### config.mk
export PLATFORM = sky130hd
export DESIGN_NAME = ivs_rst_seq
export DESIGN_NICKNAME = d
export VERILOG_FILES = /design/src/rtl/ivs_rst_seq.sv
export SDC_FILE = /design/constraint.sdc
export NUM_CORES = 1
export LEC_CHECK = 0
export BUFFER_PORTS_ARGS = -buffer_cell sky130_fd_sc_hd__buf_4
export CAP_MARGIN = 15
export CELL_PAD_IN_SITES_DETAIL_PLACEMENT = 0
export CELL_PAD_IN_SITES_GLOBAL_PLACEMENT = 1
export CORE_ASPECT_RATIO = 0.9
export CORE_MARGIN = 5
export CORE_UTILIZATION = 35
export DETAILED_ROUTE_END_ITERATION = 10
export PLACE_DENSITY_LB_ADDON = 0.1
export SYNTH_ARGS = -nofsm -noshare
export SYNTH_HDL_FRONTEND = slang
export SYNTH_SLANG_ARGS = --single-unit
export TNS_END_PERCENT = 30
### constraint.sdc
create_clock -name aclk -period 7.85 [get_ports aclk]
set_input_delay 0 -clock aclk [delete_from_list [all_inputs] [get_ports aclk]]
set_output_delay 0 -clock aclk [all_outputs]
set_load 0.005 [all_outputs]
### src/rtl/ivs_rst_seq.sv
// Reset sequencer: one async reset in, NCH staged channel resets and divided
// clock-enable strobes out, with a software-triggered re-sequence from DONE.
module ivs_rst_seq #(
  parameter int NCH   = 4,
  parameter int CNT_W = 8,
  parameter int DIV_W = 4
) (
  input  logic                 aclk,
  input  logic                 arst_n,
  input  logic [NCH*CNT_W-1:0] cfg_dly,
  input  logic [NCH*DIV_W-1:0] cfg_div,
  input  logic                 sw_rst_req,
  output logic [NCH-1:0]       ch_rst_n,
  output logic [NCH-1:0]       ch_clken,
  output logic                 seq_done
);

  localparam logic [1:0] ST_RST   = 2'd0;
  localparam logic [1:0] ST_COUNT = 2'd1;
  localparam logic [1:0] ST_DONE  = 2'd2;

  localparam logic [CNT_W-1:0] CNT_MAX = '1;
  localparam logic [CNT_W-1:0] CNT_ONE = CNT_W'(1);
  localparam logic [DIV_W-1:0] DIV_ONE = DIV_W'(1);

  logic [1:0]           state_q, state_d;
  logic [1:0]           sync_q;
  logic [CNT_W-1:0]     cnt_q, cnt_d;
  logic [NCH*CNT_W-1:0] dly_q;
  logic [NCH*DIV_W-1:0] div_q;
  logic [NCH*DIV_W-1:0] dcnt_q, dcnt_d;
  logic [NCH-1:0]       rst_n_q, rst_n_d;
  logic [NCH-1:0]       clken_q, clken_d;
  logic                 done_q, done_d;
  logic                 dly_ld;
  logic                 restart;
  logic [NCH-1:0]       rel;

  // Release sequencing
  always_comb begin
    state_d = state_q;
    cnt_d   = cnt_q;
    rst_n_d = rst_n_q;
    done_d  = done_q;
    dly_ld  = 1'b0;
    restart = 1'b0;
    case (state_q)
      ST_RST: begin
        // Move on the same edge the synchronizer output rises
        if (sync_q[0] && !sync_q[1]) begin
          state_d = ST_COUNT;
          cnt_d   = '0;
          dly_ld  = 1'b1;
        end
      end
      ST_COUNT: begin
        for (int i = 0; i < NCH; i++) begin
          if (cnt_q == dly_q[i*CNT_W +: CNT_W]) rst_n_d[i] = 1'b1;
        end
        if (cnt_q != CNT_MAX) cnt_d = cnt_q + CNT_ONE;
        if (&rst_n_d) begin
          state_d = ST_DONE;
          done_d  = 1'b1;
        end
      end
      ST_DONE: begin
        if (sw_rst_req) begin
          restart = 1'b1;
          rst_n_d = '0;
          done_d  = 1'b0;
          cnt_d   = '0;
          dly_ld  = 1'b1;
          state_d = ST_COUNT;
        end
      end
      default: state_d = ST_RST;
    endcase
  end

  assign rel = rst_n_d & ~rst_n_q;

  // Per-channel enable dividers
  always_comb begin
    dcnt_d  = dcnt_q;
    clken_d = clken_q;
    for (int i = 0; i < NCH; i++) begin
      if (restart || !rst_n_q[i]) begin
        dcnt_d[i*DIV_W +: DIV_W] = '0;
        clken_d[i]               = 1'b0;
      end else begin
        clken_d[i] = (dcnt_q[i*DIV_W +: DIV_W] == div_q[i*DIV_W +: DIV_W]);
        dcnt_d[i*DIV_W +: DIV_W] = clken_d[i] ? '0
                                              : dcnt_q[i*DIV_W +: DIV_W] + DIV_ONE;
      end
    end
  end

  always_ff @(posedge aclk or negedge arst_n) begin
    if (!arst_n) begin
      state_q <= ST_RST;
      sync_q  <= '0;
      cnt_q   <= '0;
      rst_n_q <= '0;
      clken_q <= '0;
      done_q  <= 1'b0;
      dcnt_q  <= '0;
    end else begin
      state_q <= state_d;
      sync_q  <= {sync_q[0], 1'b1};
      cnt_q   <= cnt_d;
      rst_n_q <= rst_n_d;
      clken_q <= clken_d;
      done_q  <= done_d;
      dcnt_q  <= dcnt_d;
    end
  end

  // Configuration snapshots; only read after being loaded
  always_ff @(posedge aclk) begin
    if (dly_ld) dly_q <= cfg_dly;
    for (int i = 0; i < NCH; i++) begin
      if (rel[i]) div_q[i*DIV_W +: DIV_W] <= cfg_div[i*DIV_W +: DIV_W];
    end
  end

  assign ch_rst_n = rst_n_q;
  assign ch_clken = clken_q;
  assign seq_done = done_q;

endmodule

==> summary.md, run 1 <==
| Metric | Value |
|---|---|
| Status | complete, no violations |
| Critical path arrival | around 2.4 ns |
| Port Buffers | 59 |
| CP Cell Sequence | xor2_1, nor4_1, a21oi_1, nor3_1 |
| Peak VDD IR | 0.1170 mV |
| Die Span Y | 107.1 µm |
| Final setup violation count | 0 |
| Clock buffer depth | 2 |
| Period utilization | 0.3157 |
| Hold Vio Cnt, Final | 0 |
| Final #Nets | 456 |
| Via density per instance | 4.519 |
| RSZ-0062 raised after global routing | no |
| Max-slew violations | 0 |
| Area of the multi-input gates | 0.001211 mm² |
| Most frequent cells in the layout | 60 x buf_4, 49 x dlygate4sd3_1, 48 x edfxtp_1, 37 x dfrtp_1, 36 x xor2_1 |
| Skew final | between 0.005 and 0.006 ns |
| Vias in the first global route | ~2500 |
| R2R cell count | 4 |
| Max frequency | 0.4035 GHz |
| Post-route setup TNS | 0 ns |
| Max stage delay cell, worst path | nor3_1 |
| First-pass GRT wire length | roughly 13 mm |
| Final Power | 1.144 mW |
| Area of the core | between 0.01 and 0.015 mm² |
| Die ar. | 0.01262 mm² |
| CTS Buf Count | 9 |
| Pin count of the biggest net entering global routing | 38 |
| R2r startpoint | cnt_q[3] |
| Num Clock Sinks | 85 |
| Slew at the pin closest to its max-slew limit | 0.6627 ns |
| Syn Inst Count | 285 |
| Tot GR Track Use | 0.1291 |
| Routed WL | 7.607 mm |
| Clock root buffer | clkbuf_16 |
| Chip width | 117.8 µm |
| # Max-Cap Violations | 0 |
| Number of antenna diodes | 0 |
| Io pins | 60 |
| Final HPWL from detailed placement | roughly 5.4 mm |
| Post-CTS Resized | 0 |
| Fill cells | 936 |
| Setup crit start | cnt_q[3] |
| Setup crit start kind | register |
| Area growth from synthesis to layout | 36.75% |
| Cell variety after synth | 33 |
| Hold crit path type | in2async |
| Share of layout cells above drive strength 1 | 0.1895 |
| DR WL/cell | ~14 µm |
| Detailed Routing Iterations Pass 1 | 4 |
| Starting Density | 0.3575 |
| CTS tree | done |
| Sequential Area | 0.002367 mm² |
| Final worst setup slack | 5.372 ns |
| GRT overflow | 0 |
| Antenna-violating nets left | 0 |
| CP endpoint kind | register |
| Slowest Stage Delay on Critical Path | between 0.5 and 0.6 ns |
| Synthesis Warnings | 0 |
| Post-layout minimum cycle time | 2.478 ns |
| Syn Nets | roughly 350 |
| Syn Std Cell Area | 0.003664 mm² |
| CTS H-Tree Depth | 3 |
| Clock transition at path regs | 0.06 ns |
| Largest driver fanout on the critical path | 11 |
| Initial antenna violation count | 0 |
| Clk Latency, worst-skew pair | 0.33 ns |
| CP Data Required Time | 7.81 ns |
| Pre-CTS setup slack | 5.410 ns |
| Static Leak | 2.081 nW |
| Pwr/cell area | 228.3 mW/mm² |
| Initial DRC Count | approximately 150 |
| Setup CP Type | reg2reg |
| Worst slew margin | 0.5548 |
| DRC viols | 0 |
| GPL Wtd Cong | 0.7703 |
| Synth Register Bits | 85 |
| Commonest non-fill, non-tap cell in the layout | buf_4 |
| Seq/Total Area, Yosys | 0.6462 |
| Worst reg2reg setup slack | 5.37 ns |
| Rows | 35 |
| Vias | 2395 |
| Mean Syn Cell Area | between 10 and 15 µm² |
## synthesized netlist by cell type
library cell / count / area share
o2bb2ai_1: 1 / 0.0024
a22o_1: 2 / 0.0048
nand3_1: 13 / 0.018
nand2_1: 19 / 0.019
xnor2_1: 20 / 0.048
a21o_1: 1 / 0.0020
a31oi_1: 1 / 0.0017
ha_1: 9 / 0.031
nor2_1: 21 / 0.022
or4_1: 1 / 0.0020
o21ai_0: 13 / 0.018
and3_1: 1 / 0.0017
nor3_1: 7 / 0.0096
buf_4: 1 / 0.0020
dfrtp_1: 37 / 0.25
nand2b_1: 2 / 0.0034
edfxtp_1: 48 / 0.39
or3_1: 2 / 0.0034
nor4_1: 8 / 0.014
buf_2: 5 / 0.0068
a21boi_0: 1 / 0.0020
inv_1: 10 / 0.010
o21ai_1: 2 / 0.0027
buf_6: 1 / 0.0031
o21bai_1: 1 / 0.0020
xor2_1: 36 / 0.086
nor4_4: 1 / 0.0058
nand4_1: 6 / 0.010
o31ai_1: 1 / 0.0020
a21oi_1: 9 / 0.012
mux2i_1: 2 / 0.0055
conb_1: 1 / 0.0010
clkbuf_1: 2 / 0.0020
## metrics by stage
step,hold WS (ns),std cells,cell area (µm²),utilization
floorplan,-0.2956,285,3664,-
global placement,0.008064,465,4228,0.4126
detailed placement,0.01444,465,4228,0.4126
CTS,0.2082,530,5010,0.4889
global route,0.2443,530,5010,0.4889
finish,0.1831,530,5010,0.4889
## final timing paths
kind / endpoint
max: div_q[5]
min: dcnt_q[2]
max reg2reg: div_q[5]
min reg2reg: sync_q[1]
max in group asynchronous: dcnt_q[11]
min in group aclk: ch_rst_n[1]
## power by group
part           leakage [nW]  switching [mW]  internal [mW]  total (mW)
Combinational          1.00           0.101         0.0819       0.183
Sequential            0.940          0.0390          0.510       0.549
Clock                 0.136           0.168          0.244       0.412
Total                  2.08           0.308          0.836        1.14
## routing by layer
layer  GRT usage  up-vias  share of wire
met4     0.03686        0          0.012
met3     0.03481        6          0.038
met1      0.1778     1129           0.49
met2      0.2011       44           0.46
li1            -     1216              -
met5           0        -              0
## repair_timing
item | CTS | global route
hold buffers | 49 | 0
hold endpoints to repair | 85 | 0
endpoints found under the setup margin | 0 | 0
buffers inserted | 0 | 0
## cell type report
cell class / count / share of cell area
Inverter: 10 / 0.007493
Sequential cell: 85 / 0.4725
Clock inverter: 7 / 0.01324
Multi-Input combinational cell: 181 / 0.2418
Clock buffer: 9 / 0.04496
Timing Repair Buffer: 109 / 0.1878
Tap cell: 129 / 0.03222
## sequential cells by signal (all words and copies together) (netlist names)
| name | flops |
|---|---|
| ch_clken | 4 |
| ch_rst_n | 4 |
| cnt_q | 8 |
| dcnt_q | 16 |
| div_q | 16 |
| dly_q | 32 |
| seq_done | 1 |
| state_q | 2 |
| sync_q | 2 |
## critical path, delay by kind of cell (launching register included)
family | cells | cell delay [ns]
flip-flops | 1 | 0.52
XOR/XNOR | 1 | 0.22
AND/OR/NAND/NOR | 2 | 1.09
AO/OA/AOI/OAI | 1 | 0.27
## cells by family after synthesis
| family | count (synthesis) | share of synthesized area |
|---|---|---|
| multiplexers | 2 | 0.005465 |
| buffers and inverters | 19 | 0.02425 |
| flip-flops | 85 | 0.6462 |
| AO/OA/AOI/OAI | 32 | 0.04987 |
| XOR/XNOR | 56 | 0.1339 |
| adder cells (fa/ha/maj) | 9 | 0.03074 |
| other | 1 | 0.001024 |
| AND/OR/NAND/NOR | 81 | 0.1086 |
No activity file was read; power rests on OpenSTA's default activity.
==> run 2: changes to the inputs <==
==> constraint.sdc (replaced) <==
create_clock -name aclk -period 2.5 [get_ports aclk]
set_input_delay 0 -clock aclk [delete_from_list [all_inputs] [get_ports aclk]]
set_output_delay 0 -clock aclk [all_outputs]
set_load 0.005 [all_outputs]
==> run 2 against run 1 <==
Global-route usage down 0.13 points. Worst hold slack worse by 0.014 ns. Fmax up 14%. Via count up 1.6%. Sequential power rose to 3.2 times the previous value. Die area unchanged. Setup slack worse by 5.0 ns. First-iteration DRC count down 26%. Flip-flop and latch count unchanged. Cell area up 0.27%.
==> summary.md, run 2 (synthesized netlist as in run 1, its figures left out) <==
| Metric | Value |
|---|---|
| Status | complete, no violations |
| Rows | 35 (unchanged) |
| Final setup violation count | 0 (unchanged) |
| # Max-Cap Violations | 0 (unchanged) |
| Vias in the first global route | 2506 (-1.2%) |
| RSZ-0062 raised after global routing | no |
| Sequential Area | 0.002367 mm² (unchanged) |
| Clock transition at path regs | 0.06 ns (about the same) |
| Final HPWL from detailed placement | 5.116 mm (-4.5%) |
| Hold crit path type | in2reg |
| Clock root buffer | clkbuf_16 |
| Internal power | 2.534 mW (+200%) |
| Die ar. | 0.01262 mm² (unchanged) |
| Detailed Routing Iterations Pass 1 | 4 (unchanged) |
| WP depth | 4 (unchanged) |
| R2R cell count | 4 (unchanged) |
| Initial DRC Count | 109 (-26%) |
| Worst reg2reg setup slack | 0.33 ns (-5.04 ns) |
| Static Leak | 2.099 nW (+0.85%) |
| Chip width | 117.8 µm (unchanged) |
| Tot GR Track Use | 0.1278 (-0.001266) |
| Starting Density | 0.3575 (unchanged) |
| Max stage delay cell, worst path | dfrtp_1 |
| Clock buffer depth | 2 (unchanged) |
| DRC viols | 0 (unchanged) |
| GRT overflow | 0 (unchanged) |
| Period utilization | 0.8687 (+0.5530) |
| Commonest non-fill, non-tap cell in the layout | buf_4 |
| Pin count of the biggest net entering global routing | 38 (unchanged) |
| Post-CTS Resized | 0 (unchanged) |
| Worst slew margin | 0.6130 (+0.05823) |
| Pre-CTS setup slack | 0.2540 ns (-5.156 ns) |
| Die Span Y | 107.1 µm (unchanged) |
| Io pins | 60 (unchanged) |
| Vias | 2433 (+1.6%) |
| Pwr/cell area | 697.6 mW/mm² (+210%) |
| Register share of total power | 0.493 (+0.013) |
| Via density per instance | 4.548 (+0.64%) |
| Critical path arrival | 2.15 ns (-0.29 ns) |
| Peak VDD IR | 0.4657 mV (+300%) |
| Hold buffer count at cts | 49 (unchanged) |
| Clock power share | 0.340 (-0.020) |
| Max reg flops | 32 (unchanged) |
| Area of the multi-input gates | 0.001211 mm² (unchanged) |
| Max frequency | 0.4605 GHz (+14%) |
| CP Cell Sequence | xor2_1, nor4_1, a21oi_1, nor3_1 |
| Initial antenna violation count | 0 (unchanged) |
| Slowest Stage Delay on Critical Path | 0.52 ns (-0.04 ns) |
| Max-slew violations | 0 (unchanged) |
| Setup crit start kind | register |
| Number of antenna diodes | 0 (unchanged) |
| Share of layout cells above drive strength 1 | 0.2020 (+0.01244) |
| Final worst setup slack | 0.3283 ns (-5.043 ns) |
| Crit path buffers/inverters | 0 (unchanged) |
| Slew at the pin closest to its max-slew limit | 0.5761 ns (-0.08668 ns) |
| CTS tree | done |
| CP Data Required Time | 2.47 ns (-5.34 ns) |
| Port Buffers | 59 (unchanged) |
| Hold Vio Cnt, Final | 0 (unchanged) |
| Combinational Power Share | 0.167 (+0.007) |
| First-pass GRT wire length | 12.46 mm (-3.9%) |
| Sw frac | 0.2770 (+0.007867) |
| NetSw | 0.9706 mW (+220%) |
| Num Clock Sinks | 85 (unchanged) |
| Post-route setup TNS | 0 ns (unchanged) |
| GPL Wtd Cong | 0.7654 (-0.64%) |
| DR WL/cell | 14.29 µm (-0.41%) |
| Setup CP Type | reg2reg |
| Area growth from synthesis to layout | 37.12% |
| Largest driver fanout on the critical path | 11 (unchanged) |
| Fill cells | 928 (-0.85%) |
| Largest Register | dly_q |
| Final #Nets | 461 (+1.1%) |
| CTS H-Tree Depth | 3 (unchanged) |
| Area of the core | 0.01025 mm² (unchanged) |
| Most frequent cells in the layout | 65 x buf_4, 49 x dlygate4sd3_1, 48 x edfxtp_1, 37 x dfrtp_1, 36 x xor2_1 |
| Antenna-violating nets left | 0 (unchanged) |
| Hold depth | 5 |
| CP endpoint kind | register |
| Routed WL | 7.647 mm (+0.53%) |
| CTS Buf Count | 9 (unchanged) |
| Leading registers by flop count | dly_q: 32 flops, dcnt_q: 16 flops, div_q: 16 flops |
| Family with the most delay on the worst path | simple AND/OR/NAND/NOR gates |
| Skew final | 0.007609 ns (+0.001916 ns) |
| Clk Latency, worst-skew pair | 0.33 ns (about the same) |
| Post-layout minimum cycle time | 2.172 ns (-0.3066 ns) |
| Setup repair bufs after CTS | 0 (unchanged) |
-- run 2: final cells by class --
type / count / share of cell area
well taps: 129 / 0.03213
repair buffers: 114 / 0.1948
clock inverters: 7 / 0.008468
multi-input cells: 181 / 0.2411
clock buffers: 9 / 0.04483
inverters: 10 / 0.007472
flip-flops and latches: 85 / 0.4712
-- run 2: per-stage QoR --
| stage | utilization | std cells | power (mW) | hold slack [ns] | area (µm²) |
|---|---|---|---|---|---|
| 2_1_floorplan | - | 285 | 2.086 | -0.2956 | 3667 |
| 3_3_place_gp | 0.4162 | 470 | 2.283 | 0.01996 | 4265 |
| 3_5_place_dp | 0.4162 | 470 | 2.286 | 0.01587 | 4265 |
| 4_1_cts | 0.4902 | 535 | 3.560 | 0.1547 | 5024 |
| 5_1_grt | 0.4902 | 535 | 3.693 | 0.1896 | 5024 |
| 6_report | 0.4902 | 535 | 3.504 | 0.1693 | 5024 |
-- run 2: worst register-to-register path, delay by kind of cell (launching register included) --
family,cells,cell delay [ns]
AND/OR/NAND/NOR,2,0.87
XOR/XNOR,1,0.22
flip-flops,1,0.52
AO/OA/AOI/OAI,1,0.21
-- run 2: final timing paths --
check / from / endpoint
worst min-delay path: sw_rst_req / ch_clken[1]
max in group asynchronous: arst_n / cnt_q[0]
min in group asynchronous: arst_n / dcnt_q[1]
worst min register to register: sync_q[0] / sync_q[1]
worst max register to register: cnt_q[2] / div_q[10]
worst max-delay path: cnt_q[2] / div_q[10]
-- run 2: power by group through the flow --
stage,Clock (mW),Combinational (mW),Sequential (mW)
2_1_floorplan,0,0.415,1.67
3_3_place_gp,0,0.523,1.76
3_5_place_dp,0,0.529,1.76
4_1_cts,1.24,0.593,1.73
5_1_grt,1.29,0.662,1.74
6_report,1.19,0.585,1.73
-- run 2: layer usage --
metal	track usage	share of wire	vias to the layer above
met2	0.2124	0.48	45
met3	0.04008	0.045	10
met5	0	0	-
met1	0.1602	0.46	1151
met4	0.03931	0.014	0
li1	-	-	1227
==> run 3: changes to the inputs <==
--- a/config.mk
+++ b/config.mk
@@ -13,6 +13,7 @@
 export CORE_MARGIN = 5
 export CORE_UTILIZATION = 35
 export DETAILED_ROUTE_END_ITERATION = 10
+export GPL_TIMING_DRIVEN = 0
 export PLACE_DENSITY_LB_ADDON = 0.1
 export SYNTH_ARGS = -nofsm -noshare
 export SYNTH_HDL_FRONTEND = slang
==> constraint.sdc (replaced) <==
create_clock -name aclk -period 2.55 [get_ports aclk]
set_input_delay 0 -clock aclk [delete_from_list [all_inputs] [get_ports aclk]]
set_output_delay 0 -clock aclk [all_outputs]
set_load 0.005 [all_outputs]
==> run 3 against run 2 <==
Critical path depth grew 1. Largest power group unchanged. Global-route usage shrank 0.14 points. Critical path type unchanged. Largest cell class unchanged. Highest routed layer unchanged. Cell area grew 1.3%.
==> summary.md, run 3 (synthesized netlist as in run 1, its figures left out) <==
| Metric | Value |
|---|---|
| Chip width | 117.8 µm (unchanged) |
| Layout Utilization | 0.4968 (+0.006593) |
| Port Buffers | 59 (unchanged) |
| Leading registers by flop count | dly_q: 32 flops, dcnt_q: 16 flops, div_q: 16 flops |
| Clock buffer depth | 2 (unchanged) |
| Commonest non-fill, non-tap cell in the layout | buf_4 |
| Setup crit start kind | register |
| Area of the multi-input gates | 0.001229 mm² (+1.4%) |
| Crit path buffers/inverters | 1 (+1) |
| Worst slew margin | 0.5419 (-0.07110) |
| Post-route setup TNS | 0 ns (unchanged) |
| Detailed Routing Iterations Pass 1 | 4 (unchanged) |
| RSZ-0062 raised after global routing | no |
| Sequential Area | 0.002367 mm² (unchanged) |
| DR WL/cell | 13.90 µm (-2.7%) |
| Period utilization | 0.9339 (+0.06526) |
| Starting Density | 0.3575 (unchanged) |
| Tot GR Track Use | 0.1265 (-0.001352) |
| Combinational Power Share | 0.194 (+0.027) |
| Setup CP Type | reg2reg |
| Status | complete, no violations |
| Family with the most delay on the worst path | simple AND/OR/NAND/NOR gates |
| Worst reg2reg setup slack | 0.17 ns (-0.16 ns) |
| Post-layout minimum cycle time | 2.382 ns (+0.2098 ns) |
| # Max-Cap Violations | 0 (unchanged) |
| Register share of total power | 0.453 (-0.040) |
| Max-slew violations | 0 (unchanged) |
| CP Data Required Time | 2.51 ns (+0.04 ns) |
| Initial antenna violation count | 0 (unchanged) |
| Fill cells | 923 (-0.54%) |
| Rows | 35 (unchanged) |
| Peak VDD IR | 0.3407 mV (-27%) |
| Internal power | 2.621 mW (+3.4%) |
| Final setup violation count | 0 (unchanged) |
| Initial DRC Count | 117 (+7.3%) |
| Routed WL | 7.494 mm (-2.0%) |
| GPL Wtd Cong | 0.7584 (-0.91%) |
| Antenna-violating nets left | 0 (unchanged) |
| CTS tree | done |
| CTS Buf Count | 9 (unchanged) |
| Most frequent cells in the layout | 60 x buf_4, 49 x dlygate4sd3_1, 48 x edfxtp_1, 37 x dfrtp_1, 36 x xor2_1 |
| Max reg flops | 32 (unchanged) |
| Max stage delay cell, worst path | nor3_1 |
| Slew at the pin closest to its max-slew limit | 0.6819 ns (+0.1058 ns) |
| Skew final | 0.008885 ns (+0.001276 ns) |
| Vias | 2429 (-0.16%) |
| Pin count of the biggest net entering global routing | 38 (unchanged) |
| GRT overflow | 0 (unchanged) |
| Hold crit path type | in2async |
| Die Span Y | 107.1 µm (unchanged) |
| Area growth from synthesis to layout | 38.97% |
| Clk Latency, worst-skew pair | 0.33 ns (about the same) |
| Static Leak | 2.137 nW (+1.8%) |
| Setup repair bufs after CTS | 0 (unchanged) |
| Critical path arrival | 2.34 ns (+0.19 ns) |
| Max frequency | 0.4199 GHz (-8.8%) |
| Clock root buffer | clkbuf_16 |
| Vias in the first global route | 2500 (-0.24%) |
| Clock transition at path regs | 0.06 ns (about the same) |
| Area of the core | 0.01025 mm² (unchanged) |
| CP Cell Sequence | buf_2, xor2_1, nor4_1, a21oi_1, nor3_1 |
| Io pins | 60 (unchanged) |
| Hold Vio Cnt, Final | 0 (unchanged) |
| Via density per instance | 4.506 (-0.91%) |
| Number of antenna diodes | 0 (unchanged) |
| Final HPWL from detailed placement | 5.024 mm (-1.8%) |
| Final #Nets | 465 (+0.87%) |
| Die ar. | 0.01262 mm² (unchanged) |
| Num Clock Sinks | 85 (unchanged) |
| Sw frac | 0.2659 (-0.01105) |
| Largest Register | dly_q |
| Pwr/cell area | 701.3 mW/mm² (+0.53%) |
| Share of layout cells above drive strength 1 | 0.2049 (+0.002908) |
| Slowest Stage Delay on Critical Path | 0.62 ns (+0.10 ns) |
| Clock power share | 0.353 (+0.013) |
| First-pass GRT wire length | 12.48 mm (+0.17%) |
| NetSw | 0.9495 mW (-2.2%) |
| DRC viols | 0 (unchanged) |
| CTS H-Tree Depth | 3 (unchanged) |
| CP endpoint kind | register |
| Largest driver fanout on the critical path | 8 (-3) |
[run 3: cell count changes in the layout (fill, tap and decap cells not counted), sizes merged]
| cell | change |
|---|---|
| buf | +2 |
| bufinv | +1 |
| inv | +2 |
| clkinv | -4 |
| clkbuf | +5 |
| clkinvlp | -2 |
[run 3: power groups by stage]
stage | clock (mW) | combinational [mW] | sequential (mW)
final | 1.26 | 0.693 | 1.62
after global routing | 1.35 | 0.772 | 1.63
after CTS | 1.30 | 0.700 | 1.62
after detailed placement | 0 | 0.636 | 1.65
after global placement | 0 | 0.617 | 1.65
after floorplan | 0 | 0.407 | 1.64
[run 3: path summary, 6_finish.rpt]
kind,startpoint,end,cells after the start
setup / recovery,cnt_q[7],div_q[12],5
max in group asynchronous,arst_n,cnt_q[5],2
hold / removal,arst_n,dcnt_q[0],2
setup reg to reg,cnt_q[7],div_q[12],5
min in group aclk,sw_rst_req,ch_rst_n[0],5
hold reg to reg,sync_q[0],sync_q[1],0
[run 3: per-stage QoR]
step / hold WS [ns] / setup slack, ns / instances / area, µm² / power [mW]
floorplan: -0.2956 / 0.5413 / 285 / 3667 / 2.045
global placement: 0.01047 / 0.001365 / 473 / 4272 / 2.265
detailed placement: 0.01416 / 0.02265 / 474 / 4307 / 2.282
CTS: 0.2038 / 0.006850 / 539 / 5081 / 3.614
global route: 0.2399 / 0.02010 / 539 / 5091 / 3.755
finish: 0.1742 / 0.1684 / 539 / 5091 / 3.570
[run 3: what timing repair did]
action	CTS	global route
resized for setup	0	2
hold buffers	49	0
setup endpoints to repair	0	8
endpoints found under the hold margin	85	0
[run 3: cell type report]
class	count	area share
sequential	85	0.4650
multi-input combinational	181	0.2413
timing repair buffer	109	0.1887
clock buffer	12	0.04645
tap	129	0.03170
buffer	9	0.01008
clock inverter	4	0.009339
inverter	10	0.007373
[run 3: per-layer routing]
metal,vias up,global-route usage,share of wire
met5,-,0,0
met1,1147,0.1649,0.46
met2,40,0.2048,0.49
met4,0,0.04423,0.013
met3,8,0.03323,0.033
li1,1234,-,-
